[src/rtl/seg7_pkg.sv]
// Shared definitions for the 7-segment display blocks: blank pattern,
// segment bit positions, the hex-to-segment table and the scan state encoding.
package seg7_pkg;

  // All segments dark (outputs are active-low).
  localparam logic [7:0] SEG_OFF = 8'hFF;

  // Bit positions inside seg = {dp,g,f,e,d,c,b,a}.
  localparam int SEG_A  = 0;
  localparam int SEG_B  = 1;
  localparam int SEG_C  = 2;
  localparam int SEG_D  = 3;
  localparam int SEG_E  = 4;
  localparam int SEG_F  = 5;
  localparam int SEG_G  = 6;
  localparam int SEG_DP = 7;

  // Active-low {g,f,e,d,c,b,a} pattern for each hex digit, entry 15 first.
  localparam logic [15:0][6:0] HEX_SEG_TBL = {
    7'h0E, 7'h06, 7'h21, 7'h46,   // F E D C
    7'h03, 7'h08, 7'h10, 7'h00,   // B A 9 8
    7'h78, 7'h02, 7'h12, 7'h19,   // 7 6 5 4
    7'h30, 7'h24, 7'h79, 7'h40    // 3 2 1 0
  };

  // Scan FSM: BLANK keeps every anode off, SHOW drives one digit.
  typedef enum logic {
    ST_BLANK = 1'b0,
    ST_SHOW  = 1'b1
  } scan_state_e;

endpackage

[src/rtl/seg7_hex_dec.sv]
// Combinational hex nibble to active-low 7-segment decoder with decimal point.
// Output order is {dp,g,f,e,d,c,b,a}; dp=1 lights the point.
module seg7_hex_dec
  import seg7_pkg::*;
(
  input  logic [3:0] nibble,
  input  logic       dp,
  output logic [7:0] seg
);

  // Table lookup for the digit segments, inverted point for the dp segment.
  always_comb begin
    seg         = SEG_OFF;
    seg[6:0]    = HEX_SEG_TBL[nibble];
    seg[SEG_DP] = ~dp;
  end

endmodule

[src/rtl/seg7_scan_drv.sv]
// Dynamic-scan driver for an N_DIG-digit common-anode 7-segment display.
// Each scan_tick advances to the next digit and opens a BLANK_CYC-cycle gap
// with all anodes off; the digit is then driven until the next tick.
// The displayed value (active) is reloaded from the shadow register only on
// the tick that wraps the digit index to 0, so a frame never tears.
// Optional feature macro: SEG7_LZB_EN enables leading-zero blanking.
//
// Input protocol: scan_tick and data_we are single-cycle strobes sampled on
// the rising clk edge; there is no back-pressure. A data_we in the same cycle
// as the wrapping tick is bypassed straight into the displayed value.
module seg7_scan_drv
  import seg7_pkg::*;
#(
  parameter int N_DIG     = 8,
  parameter int BLANK_CYC = 4
) (
  input  logic               clk,
  input  logic               rst_n,
  input  logic               scan_tick,
  input  logic [4*N_DIG-1:0] data_in,
  input  logic               data_we,
  input  logic [N_DIG-1:0]   dp_in,
  input  logic [N_DIG-1:0]   dig_en,
  output logic [N_DIG-1:0]   an,
  output logic [7:0]         seg,
  output logic               frame_sync
);

  localparam int IDX_W = $clog2(N_DIG);
  localparam int CNT_W = $clog2(BLANK_CYC + 1);
  localparam logic [IDX_W-1:0] IDX_MAX  = IDX_W'(N_DIG - 1);
  localparam logic [CNT_W-1:0] CNT_LOAD = CNT_W'(BLANK_CYC - 1);

  scan_state_e          state_q, state_d;
  logic [IDX_W-1:0]     idx_q, idx_d;
  logic [CNT_W-1:0]     cnt_q, cnt_d;
  logic [N_DIG-1:0]     an_q, an_d;
  logic [7:0]           seg_q, seg_d;
  logic                 frame_sync_q, frame_sync_d;
  logic [4*N_DIG-1:0]   shadow_q, shadow_d;
  logic [4*N_DIG-1:0]   active_q, active_d;

  logic [3:0]           cur_nibble;
  logic [7:0]           dec_seg;
  logic [N_DIG-1:0]     lzb_ok;
  logic                 show_k;
  logic                 wrap;

  assign cur_nibble = active_q[{idx_q, 2'b00} +: 4];

  seg7_hex_dec u_hex_dec (
    .nibble (cur_nibble),
    .dp     (dp_in[idx_q]),
    .seg    (dec_seg)
  );

  // Per-digit eligibility after leading-zero blanking; derived from active so it is frame-stable.
  always_comb begin
    lzb_ok = '1;
`ifdef SEG7_LZB_EN
    begin
      logic nz_above;
      nz_above = 1'b0;
      for (int k = N_DIG - 1; k > 0; k--) begin
        nz_above  = nz_above | (active_q[4*k +: 4] != 4'h0);
        lzb_ok[k] = nz_above;
      end
    end
`endif
  end

  assign show_k = dig_en[idx_q] & lzb_ok[idx_q];
  assign wrap   = (idx_q == IDX_MAX);

  // Next-state logic for the scan FSM, digit index, gap counter, value registers and outputs.
  always_comb begin
    state_d      = state_q;
    idx_d        = idx_q;
    cnt_d        = cnt_q;
    an_d         = an_q;
    seg_d        = seg_q;
    frame_sync_d = 1'b0;
    shadow_d     = data_we ? data_in : shadow_q;
    active_d     = active_q;

    if (scan_tick) begin
      // A tick always restarts the gap, even if the previous gap is still running.
      idx_d   = wrap ? '0 : idx_q + 1'b1;
      state_d = ST_BLANK;
      cnt_d   = CNT_LOAD;
      an_d    = '1;
      seg_d   = SEG_OFF;
      if (wrap) begin
        active_d     = data_we ? data_in : shadow_q;
        frame_sync_d = 1'b1;
      end
    end else begin
      case (state_q)
        ST_BLANK: begin
          if (cnt_q != '0) begin
            cnt_d = cnt_q - 1'b1;
          end else begin
            state_d     = ST_SHOW;
            an_d        = '1;
            an_d[idx_q] = ~show_k;
            seg_d       = show_k ? dec_seg : SEG_OFF;
          end
        end
        ST_SHOW: begin
          // Outputs hold until the next tick.
        end
        default: begin
          state_d = ST_BLANK;
        end
      endcase
    end
  end

  // State and output registers with asynchronous active-low reset.
  always_ff @(posedge clk or negedge rst_n) begin
    if (!rst_n) begin
      state_q      <= ST_BLANK;
      idx_q        <= IDX_MAX;
      cnt_q        <= '0;
      an_q         <= '1;
      seg_q        <= SEG_OFF;
      frame_sync_q <= 1'b0;
      shadow_q     <= '0;
      active_q     <= '0;
    end else begin
      state_q      <= state_d;
      idx_q        <= idx_d;
      cnt_q        <= cnt_d;
      an_q         <= an_d;
      seg_q        <= seg_d;
      frame_sync_q <= frame_sync_d;
      shadow_q     <= shadow_d;
      active_q     <= active_d;
    end
  end

  assign an         = an_q;
  assign seg        = seg_q;
  assign frame_sync = frame_sync_q;

endmodule

[config.mk]
export PLATFORM = sky130hd
export DESIGN_NAME = seg7_scan_drv
export DESIGN_NICKNAME = d
export VERILOG_FILES = /design/src/rtl/seg7_pkg.sv /design/src/rtl/seg7_hex_dec.sv /design/src/rtl/seg7_scan_drv.sv
export SDC_FILE = /design/constraint.sdc
export NUM_CORES = 1
export LEC_CHECK = 0
export CORE_MARGIN = 1.5
export CORE_UTILIZATION = 30
export CTS_BUF_LIST = sky130_fd_sc_hd__clkbuf_8
export CTS_CLUSTER_DIAMETER = 50
export DETAILED_ROUTE_END_ITERATION = 10
export PLACE_DENSITY = 0.58
export SLEW_MARGIN = 25
export SYNTH_ARGS = -nofsm -noshare
export SYNTH_HDL_FRONTEND = slang
export SYNTH_SLANG_ARGS = --single-unit
[constraint.sdc]
create_clock -name clk -period 3 [get_ports clk]
set_input_delay 0.45 -clock clk [delete_from_list [all_inputs] [get_ports clk]]
set_output_delay 0.45 -clock clk [all_outputs]
set_load 0.01 [all_outputs]
==> run_results.csv <==
group,metric,value,unit
layout,syn_to_final_growth,26.67,%
place,io_buffers,68,
floorplanning,ios,69,
flow_run,drv_cap,0,
drt,drtIter0Drc,90,
pwr,leakagePower,2.077,nW
drt,drc,0,
layout,antenna_cells,0,
pwr,switchingPower,0.001317,W
logic_synthesis,yosys_warnings,0,
pwr,clkPwrFrac,20.5,%
grt,grt_pass1_vias,2560,
drt,vias,2380,
clock_network,clockRootBuffer,"clkbuf_8",
logic_synthesis,synthArstFlopShare,100.0,%
floorplanning,die_area,0.01401,mm2
timing,skew,0.01352,ns
logic_synthesis,synth.avg_cell_area,14.21,um2
clock_network,hold_buffers,0,
setup_path,worstSetupStartpoint,"idx_q[1]",
logic_synthesis,synth_top_area_share,43.25,%
place,dp_hpwl,5434,um
pwr,p_int,0.002756,W
logic_synthesis,yosys.area.top_type,"dfrtp_1",
floorplanning,start_util,31.13,%
clock_network,post_cts_buffers,0,
floorplanning,core,0.01282,mm2
setup_path,cp_max_fo,8,
pwr,switching_share,32.34,%
clock_network,cts_sinks,88,
grt,grt_use_total,11.78,%
grt,grt_start_max_net_pins,89,
logic_synthesis,syn_nets,343,
logic_synthesis,synth_cell_types,39,
grt,grt_remaining_overflow,0,
drt,wirelength,7629,um
layout,seq_area,0.002226,mm2
timing,max_freq,376.0,MHz
clock_network,cts_tree,"done",
timing,holdWs,0.1357,ns
drt,ant_nets,0,
drt,wl_per_cell,14.53,um
setup_path,worstPathArrival,2.93,ns
timing,hold_viol,0,
logic_synthesis,ys_ff_latch,88,
clock_network,clk_pin_slew,0.09,ns
layout,drive_gt1_share,34.56,%
timing,worst_pin_slew,0.7651,ns
status,status,"complete, no violations",
layout,fill_cells,1226,
layout,multi_input_area,0.001640,mm2
logic_synthesis,syn_area,0.003993,mm2
setup_path,worstReg2RegEnd,"seg[3]",
min_path,min_path_type,"input port to async pin",
clock_network,clkLatencyLatePin,0.36,ns
setup_path,r2r_start,"idx_q[1]",
setup_path,critPathRequiredTime,3.27,ns
clock_network,clockBufferDepth,2,
timing,rsz0062_at_grt,"false",
clock_network,cts_made_buffers,9,
floorplanning,rows,41,
place,place_congestion,0.7800,
floorplanning,die_x,118.4,um
setup_path,crit_end,"seg[3]",
pwr,seqPwrFrac,42.1,%
grt,grt_first_pass_wirelength,12890,um
timing,setup_tns,0,ns
clock_network,htreeDepth,3,
setup_path,r2r_setup_slack,0.34,ns
setup_path,rr_worst_depth,6,
logic_synthesis,synth-seq-area-share,55.75,%
drt,vias_per_cell,4.533,
logic_synthesis,synth_edf_count,0,
setup_path,crit_type,"flip-flop to flip-flop",
timing,report.final.slew_viol_count,0,
timing,slew_headroom,48.99,%
pwr,peakVddDrop,0.2731,mV
setup_path,cp-end-kind,"flip-flop",
logic_synthesis,yosys-top-cells-area,"dfrtp_1, mux2_2, dfstp_2",
layout,final_nets,410,
timing,min_period,2.660,ns
pwr,p_per_area,805.3,mW/mm2
setup_path,startpoint_type,"flip-flop",
timing,min_period_over_period,88.66,%
drt,first_pass_iters,4,
logic_synthesis,ys.flop_type,"dfrtp_1",
pwr,p_comb_share,37.4,%
floorplanning,die_h,118.4,um
timing,finalSetupViolations,0,
clock_network,cts-resized-gates,0,
logic_synthesis,synth_cells,281,
grt,antenna_found_initial,0,
-- stage by stage --
stage | util, % | power, W | setup slack (ns) | instance area [um2] | instances
5_1_grt | 39.43 | 0.004376 | 0.1517 | 5057 | 525
4_1_cts | 39.43 | 0.004130 | 0.3000 | 5057 | 525
3_3_place_gp | 37.76 | 0.003243 | 0.3742 | 4842 | 509
3_5_place_dp | 37.81 | 0.003283 | 0.3210 | 4850 | 509
2_1_floorplan | - | 0.002869 | 0.2877 | 3993 | 281
6_report | 39.43 | 0.004073 | 0.3402 | 5057 | 525
-- sequential cells by signal (all words and copies together), names as in the netlist --
signal / cells
active_q: 32
shadow_q: 32
an: 8
seg: 8
cnt_q: 3
idx_q: 3
frame_sync: 1
state_q: 1
-- how the worst min path moves through the flow --
stage	from	endpoint	slack [ns]	cells past startpoint
after global placement	shadow_q[5]	shadow_q[5]	0.48	1
after global routing	rst_n	shadow_q[26]	0.21	1
after CTS	rst_n	shadow_q[26]	0.16	1
after floorplan	rst_n	active_q[0]	0.15	0
final	rst_n	shadow_q[26]	0.14	1
after detailed placement	shadow_q[20]	shadow_q[20]	0.48	1
-- area by class of cell --
class                           instances  area share (%)
Multi-Input combinational cell        164           32.43
Inverter                               11          0.8164
Sequential cell                        88           44.01
Timing Repair Buffer                   74           14.37
Clock buffer                           11           2.994
Clock inverter                          5           1.113
Tap cell                              172           4.255
-- Yosys cell counts, types with 4 or more instances --
| cell type | count |
|---|---|
| dfrtp_1 | 69 |
| mux2_2 | 65 |
| dfstp_2 | 19 |
| nand2_1 | 12 |
| clkbuf_1 | 11 |
| mux4_2 | 11 |
| nor2_1 | 11 |
| ha_1 | 10 |
| inv_1 | 10 |
| o32a_1 | 8 |
| mux2i_1 | 7 |
| nand2b_1 | 5 |
| o21ai_0 | 5 |
| o22a_1 | 5 |
| a21oi_1 | 4 |
-- power by group through the flow --
| stage | combinational [W] | clock, W | sequential, W |
|---|---|---|---|
| 2_1_floorplan | 0.00123 | 0 | 0.00163 |
| 3_3_place_gp | 0.00150 | 0 | 0.00174 |
| 3_5_place_dp | 0.00154 | 0 | 0.00175 |
| 4_1_cts | 0.00155 | 0.000859 | 0.00172 |
| 5_1_grt | 0.00170 | 0.000914 | 0.00177 |
| 6_report | 0.00152 | 0.000834 | 0.00172 |
-- cells in the final DEF, fill, tap and decap left out, types with 2 or more instances in the layout --
cell type | Yosys | layout
dfrtp_1 | 69 | 69
clkdlybuf4s50_1 | 0 | 67
mux2_2 | 65 | 65
dfstp_2 | 19 | 19
nand2_1 | 12 | 12
mux4_2 | 11 | 11
inv_1 | 10 | 11
nor2_1 | 11 | 11
clkbuf_8 | 0 | 11
ha_1 | 10 | 10
o32a_1 | 8 | 8
mux2i_1 | 7 | 7
buf_4 | 1 | 6
nand2b_1 | 5 | 5
o21ai_0 | 5 | 5
o22a_1 | 5 | 5
a21oi_1 | 4 | 4
xnor2_1 | 2 | 2
a31oi_1 | 2 | 2
clkinv_4 | 0 | 2
-- critical path, cell delays in order (launching register included) --
cell	delay [ns]
dfstp_2	0.63
mux4_2	0.52
mux2i_1	0.45
inv_1	0.19
ha_1	0.30
a2111oi_0	0.38
nor3_1	0.11
-- per-layer routing --
layer / up-vias / GRT usage [%] / share of wire [%]
met5: - / 0 / 0
met2: 41 / 18.57 / 46
met4: 0 / 5.716 / 2.1
met3: 12 / 2.558 / 3.1
li1: 1148 / - / -
met1: 1179 / 15.36 / 49
-- logic make-up (layout without fill, tap and decap cells) --
logic type | after synthesis | count (layout) | synth area share, %
adders and majority gates | 10 | 10 | 3.134
buffers and inverters | 29 | 101 | 3.259
and+or+nand+nor | 39 | 39 | 4.920
AOI/OAI and AO/OA | 29 | 29 | 5.641
DFF | 88 | 88 | 55.75
muxes | 84 | 84 | 26.86
xor gates and xnor gates | 2 | 2 | 0.4388
No activity file was read; power rests on OpenSTA's default activity.
